## config.mk

```make
export PLATFORM = sky130hd
export DESIGN_NAME = shifter_core
export DESIGN_NICKNAME = d
export VERILOG_FILES = /design/src/rtl/shifter_self_test.sv
export SDC_FILE = /design/constraint.sdc
export NUM_CORES = 1
export LEC_CHECK = 0
export CORE_MARGIN = 2
export CORE_UTILIZATION = 25
export DETAILED_ROUTE_END_ITERATION = 10
export DONT_BUFFER_PORTS = 1
export PLACE_DENSITY = 0.43
export SYNTH_ARGS = -nofsm -noshare
export SYNTH_HDL_FRONTEND = slang
export SYNTH_SLANG_ARGS = --single-unit
```

## constraint.sdc

```tcl
create_clock -name vclk -period 4.5
set_input_delay 0.9 -clock vclk [all_inputs]
set_output_delay 0.9 -clock vclk [all_outputs]
set_load 0.1 [all_outputs]
```

## src/rtl/shifter_self_test.sv

```systemverilog
// shifter_self_test: 8-bit barrel shifter BIST with per-group pass flags (optional SHIFTER_ERR_COUNT_EN adds err_count)
module shifter_core (
  input  logic [7:0] data,
  input  logic [2:0] amt,
  input  logic [1:0] op,
  output logic [7:0] out
);
  logic [15:0] sx, rx;
  assign sx = {{8{data[7]}}, data} >> amt;
  assign rx = {data, data} << amt;
  // op select: SLL, SRL, SRA (sign-extended window), ROL (doubled word window)
  always_comb out = op == 2'b00 ? data << amt : op == 2'b01 ? data >> amt : op == 2'b10 ? sx[7:0] : rx[15:8];
endmodule


```

==> results of run 1 <==
through the flow:
step	setup slack, ps	instance area (um2)	util	hold slack, ps	power (mW)
CTS	1170	981	0.287	2090	0.170
global route	1080	981	0.287	2090	0.180
floorplan	88.6	916	-	2300	0.153
global placement	1190	981	0.287	2090	0.170
finish	1180	981	0.287	2090	0.169
detailed placement	1170	981	0.287	2090	0.169
power groups by stage:
| stage | Sequential (mW) | Combinational, mW | Clock (mW) |
|---|---|---|---|
| after floorplan | 0 | 0.153 | 0 |
| after global placement | 0 | 0.170 | 0 |
| after detailed placement | 0 | 0.169 | 0 |
| after CTS | 0 | 0.170 | 0 |
| after global routing | 0 | 0.180 | 0 |
| final | 0 | 0.169 | 0 |
final timing paths:
check,from,to,cells past startpoint
setup / recovery,amt[0],out[1],5
hold / removal,amt[2],out[0],2
Yosys cell counts:
master / count
mux2i_1: 17
mux4_2: 3
nor2_1: 20
nor3_1: 7
mux2_2: 3
o21ai_1: 1
o22a_1: 1
a2111o_1: 1
a21oi_1: 10
buf_12: 1
o22ai_1: 2
nand2_1: 13
buf_6: 2
a32oi_1: 1
inv_1: 5
o32ai_1: 1
a21o_1: 2
a311o_1: 1
o2111a_1: 1
a31oi_1: 6
mux2_1: 3
and3_1: 1
nor3b_1: 1
a211o_1: 2
and2_1: 2
a221o_1: 1
o221ai_1: 1
and4_1: 1
o21ai_0: 6
a2bb2oi_1: 1
nor2b_1: 2
a211oi_1: 2
buf_2: 2
o311ai_1: 2
clkbuf_1: 9
cell type report:
class	instances	area [um2]
fill	394	2430
inverter	5	18.8
multi-input combinational	115	852
tap	46	57.6
timing repair buffer	7	52.6
kinds of logic (layout without fill, tap and decap cells):
family,after synthesis,count (layout),synth area share
simple gates,47,47,0.229
mux,26,26,0.338
compound gates,42,42,0.317
buf+inv,19,12,0.116
per-layer routing:
layer	wire length (um)	GRT usage	up-vias
li1	-	-	495
met1	1270	0.190	482
met2	1350	0.242	16
met3	95	0.0123	0
met4	0	0	0
met5	0	0	-
==> reports/results.ini, run 1 <==
[critical_path]
cp.arrival_ps=2420
cp_max_fo=25
startpoint_type=primary input
cp.required_ps=3600
cpPeakStageDelay_ps=640
crit_family=compound AO/OA/AOI/OAI gates
critPathBufInv=0
criticalPathCategory=in2out
endpoint_kind=output pin
cp_cell_sequence=mux4_2 > nand2_1 > o311ai_1 > and3_1 > a221o_1
slowest_stage=a221o_1

[detailed_routing]
ant_nets=0
viasPerCell=5.74
wl_per_cell_um=15.7
drt_wl_total_mm=2.71
drtPass1Iterations=4
vias=993
drc=0
initialDrtViolationCount=35

[power]
internal-power_mw=0.0529
switchingPower_mw=0.116
p_sw_frac=0.687
powerDensity_nw_per_um2=172
irDropWorstVdd_v=0.0000650
p_comb_frac=1.000
leakage_nw=0.382
p_seq_frac=0
clock_power_share=0

[cts]
cts-hold-fix-buffers=0
cts_setup_buffers=0
cts_resized=0

[sta]
fmax_ghz=0.301
rsz0062_at_grt=no
period_share=0.739
setup_viol=0
fin_crit_ps=3320
max_slew_margin=0.362
hold_violations=0
worst_pin_slew_ps=957
slew_violations=0
setup_tns_ps=0

[floorplanning]
io_pins=21
core_um2=3420
die_area_um2=4110
floorplan.die.width_um=64.1
die_h_um=64.1
start_util=0.264
placement_rows=21

[placement]
place_inst=173
place.gp.congestion=0.770
hpwl_mm=2.09
port_buffers=0

[global_route]
grt_pass1_vias=952
grt_use_total=0.136
grt.overflow.total=0
grt_max_degree=27
antenna_found_initial=0
grt_pass1_wl_mm=4.69

[synth]
ys_types=35
yosys.area.top_type_share=0.188
post_synth.cell_area_avg_um2=6.74
syn_inst=134
synthesis.area_um2=903
ys_seq_area_frac=0
syn_nets=147
synth_area_leader_cell=mux2i_1
netlist_top_cells_area=mux2i_1 19%, nor2_1 8.3%, mux4_2 7.5%
yosysWarnings=0

[finish]
final_layout_size_suffix_gt1_frac=0.150
ff_latch_area_um2=0
fin_nets=142
final_common_cell=nor2_1
area_growth_pct=8.59
final_cells=173
nFlopsAndLatches=0
antenna_cells=0
layout_common_cells=20 x nor2_1, 17 x mux2i_1, 13 x nand2_1, 9 x a21oi_1, 7 x buf_4
clkbuf_count=0

[worst_hold_path]
hp-class=in2out

[run_status]
status=finished, final reports clean

[flow_run]
drv_cap=0

Power figures use the tool's default switching activity.
==> inputs of run 2 (changes only) <==
--- a/config.mk
+++ b/config.mk
@@ -9,7 +9,7 @@
 export CORE_UTILIZATION = 25
 export DETAILED_ROUTE_END_ITERATION = 10
 export DONT_BUFFER_PORTS = 1
-export PLACE_DENSITY = 0.43
+export PLACE_DENSITY = 0.45
 export SYNTH_ARGS = -nofsm -noshare
 export SYNTH_HDL_FRONTEND = slang
 export SYNTH_SLANG_ARGS = --single-unit
==> constraint.sdc (replaced) <==
create_clock -name vclk -period 2.72
set_input_delay 0.544 -clock vclk [all_inputs]
set_output_delay 0.544 -clock vclk [all_outputs]
set_load 0.1 [all_outputs]
==> reports/results.ini, run 2 (synthesis results as in run 1) <==
[run_status]
status=finished, final reports clean

[global_route]
grt.overflow.total=0
grt_max_degree=27
grt_pass1_wl_mm=4.77
antenna_found_initial=0
grt_use_total=0.139
grt_pass1_vias=979

[detailed_routing]
drc=0
initialDrtViolationCount=33
viasPerCell=5.80
vias=1009
wl_per_cell_um=15.8
drtPass1Iterations=5
drt_wl_total_mm=2.76
ant_nets=0

[floorplanning]
floorplan.die.width_um=64.1
placement_rows=21
die_area_um2=4110
io_pins=21
core_um2=3420
start_util=0.264
die_h_um=64.1

[sta]
fin_crit_ps=2440
max_slew_margin=0.718
setup_tns_ps=0
fmax_ghz=0.409
slew_violations=0
period_share=0.899
hold_violations=0
worst_pin_slew_ps=422
setup_viol=0
layout_setup_ws_ps=276
fin_worst_hold_slack_ps=1350
rsz0062_at_grt=no

[power]
irDropWorstVdd_v=0.000102
power_mw=0.308
internal-power_mw=0.107
p_sw_frac=0.653
leakage_nw=0.399
p_seq_frac=0
clock_power_share=0
switchingPower_mw=0.201
p_comb_frac=1.000
powerDensity_nw_per_um2=290

[cts]
cts_setup_buffers=0
cts_resized=0
cts-hold-fix-buffers=0

[placement]
place_ws_ps=266
port_buffers=0
place_area_um2=1060
place_inst=174
place.gp.congestion=0.810
hpwl_mm=2.18

[critical_path]
cp.required_ps=2180
cp_max_fo=25
startpoint_type=primary input
endpoint_kind=output pin
critPathLaunch=amt[0]
cp.arrival_ps=1900
criticalPathCategory=in2out

[finish]
fin_util=0.311
clkbuf_count=0
design_area_um2=1060
fin_nets=143
final_layout_size_suffix_gt1_frac=0.195
ff_latch_area_um2=0
area_growth_pct=17.5
final_cells=174
fillers=370
layout_common_cells=20 x nor2_1, 15 x mux2i_1, 13 x nand2_1, 9 x a21oi_1
final_common_cell=nor2_1
nFlopsAndLatches=0
antenna_cells=0

[flow_run]
drv_cap=0

[worst_hold_path]
hp-class=in2out
hp-start=op[1]

run 2: layout make-up:
type,count,area [um2],area share
inverter,5,18.8,0.0177
multi-input combinational,115,900,0.848
tap,46,57.6,0.0542
timing repair buffer,8,85.1,0.0802
run 2: routing by layer:
| metal | share of wire | wire, um | GRT usage | vias up |
|---|---|---|---|---|
| li1 | - | - | - | 495 |
| met1 | 0.43 | 1180 | 0.185 | 486 |
| met2 | 0.50 | 1390 | 0.246 | 24 |
| met3 | 0.058 | 161 | 0.0176 | 4 |
| met4 | 0.0098 | 27 | 0.0133 | 0 |
| met5 | 0 | 0 | 0 | - |
run 2: power by group through the flow:
stage	Sequential [mW]	Combinational, mW	Clock (mW)
after detailed placement	0	0.310	0
final	0	0.308	0
after CTS	0	0.311	0
after global routing	0	0.327	0
after global placement	0	0.309	0
after floorplan	0	0.279	0
run 2: worst paths after layout:
check | end | cells after the start
worst max-delay path | out[1] | 6
worst min-delay path | out[2] | 2
run 2: worst max-delay path, cell delays in order:
cell	delay, ps
mux4_2	490
nand2_1	90
o311ai_1	80
and3_1	210
a221o_1	250
buf_4	230
==> inputs of run 3 (changes only) <==
--- a/config.mk
+++ b/config.mk
@@ -5,11 +5,14 @@
 export SDC_FILE = /design/constraint.sdc
 export NUM_CORES = 1
 export LEC_CHECK = 0
+export CAP_MARGIN = 10
 export CORE_MARGIN = 2
 export CORE_UTILIZATION = 25
 export DETAILED_ROUTE_END_ITERATION = 10
 export DONT_BUFFER_PORTS = 1
 export PLACE_DENSITY = 0.45
+export REMOVE_ABC_BUFFERS = 1
+export SKIP_LAST_GASP = 1
 export SYNTH_ARGS = -nofsm -noshare
 export SYNTH_HDL_FRONTEND = slang
 export SYNTH_SLANG_ARGS = --single-unit
==> reports/results.ini, run 3 (synthesis results as in run 1) <==
[critical_path]
startpoint_type=primary input
cp_cell_sequence=mux4_2 > nand2_1 > o311ai_1 > and3_1 > a221o_1 > buf_4
cp_max_fo=25
cp.arrival_ps=1940
slowest_stage=mux4_2
endpoint_kind=output pin
criticalPathCategory=in2out
cpPeakStageDelay_ps=490
cp.required_ps=2180

[cts]
cts-hold-fix-buffers=0
cts_resized=0
cts_setup_buffers=0

[sta]
fmax_ghz=0.403
slew_violations=0
worst_pin_slew_ps=446
fin_worst_hold_slack_ps=1360
setup_viol=0
layout_setup_ws_ps=240
period_share=0.912
fin_crit_ps=2480
setup_tns_ps=0
rsz0062_at_grt=no
max_slew_margin=0.702
hold_violations=0

[detailed_routing]
drc=0
wl_per_cell_um=15.6
drt_wl_total_mm=2.72
initialDrtViolationCount=143
viasPerCell=5.80
ant_nets=0
drtPass1Iterations=4
vias=1010

[flow_run]
drv_cap=0

[global_route]
grt_pass1_wl_mm=4.51
grt_max_degree=27
grt_use_total=0.131
grt.overflow.total=0
antenna_found_initial=0
grt_pass1_vias=900

[run_status]
status=finished, final reports clean

[floorplanning]
die_h_um=64.1
die_area_um2=4110
io_pins=21
start_util=0.264
placement_rows=21
core_um2=3420
floorplan.die.width_um=64.1

[power]
switchingPower_mw=0.197
p_comb_frac=1.000
clock_power_share=0
powerDensity_nw_per_um2=295
leakage_nw=0.397
p_seq_frac=0
irDropWorstVdd_v=0.000249
internal-power_mw=0.103
p_sw_frac=0.658

[placement]
hpwl_mm=2.06
place.gp.congestion=0.881
place_inst=174
port_buffers=0
place_ws_ps=258

[finish]
ff_latch_area_um2=0
area_growth_pct=12.3
final_layout_size_suffix_gt1_frac=0.156
final_cells=174
final_common_cell=nor2_1
layout_common_cells=20 x nor2_1, 17 x mux2i_1, 13 x nand2_1, 9 x a21oi_1
clkbuf_count=0
nFlopsAndLatches=0
fin_nets=143
antenna_cells=0

[worst_hold_path]
hp-class=in2out

[run 3: final cells by class]
| class | count | area, um2 |
|---|---|---|
| Multi-Input combinational cell | 115 | 846 |
| Fill cell | 378 | 2400 |
| Tap cell | 46 | 57.6 |
| Inverter | 5 | 18.8 |
| Timing Repair Buffer | 8 | 92.6 |
[run 3: per-stage QoR]
| step | total power [mW] | cell area [um2] | utilization |
|---|---|---|---|
| 3_5_place_dp | 0.298 | 1010 | 0.297 |
| 6_report | 0.300 | 1010 | 0.297 |
| 4_1_cts | 0.300 | 1010 | 0.297 |
| 2_1_floorplan | 0.222 | 817 | - |
| 5_1_grt | 0.315 | 1010 | 0.297 |
| 3_3_place_gp | 0.299 | 1010 | 0.297 |
[run 3: worst paths after layout]
check,start,slack [ps],end,depth (start not counted)
worst max-delay path,amt[0],240,out[1],6
worst min-delay path,op[1],1360,out[2],2
[run 3: worst max-delay path, delay by kind of cell]
family                 cells  cell delay (ps)
AOI/OAI and AO/OA          2              360
buffers and inverters      1              240
muxes                      1              490
and+or+nand+nor            2              290
[run 3: layer usage]
layer,global-route usage,vias to the layer above,routed length [um]
met5,0,-,0
met3,0.0194,4,211
met4,0.0213,0,47
li1,-,499,-
met1,0.186,466,1250
met2,0.211,41,1210
[run 3: power by group through the flow]
stage / Sequential [mW] / Combinational, mW / Clock, mW
2_1_floorplan: 0 / 0.222 / 0
3_3_place_gp: 0 / 0.299 / 0
3_5_place_dp: 0 / 0.298 / 0
4_1_cts: 0 / 0.300 / 0
5_1_grt: 0 / 0.315 / 0
6_report: 0 / 0.300 / 0
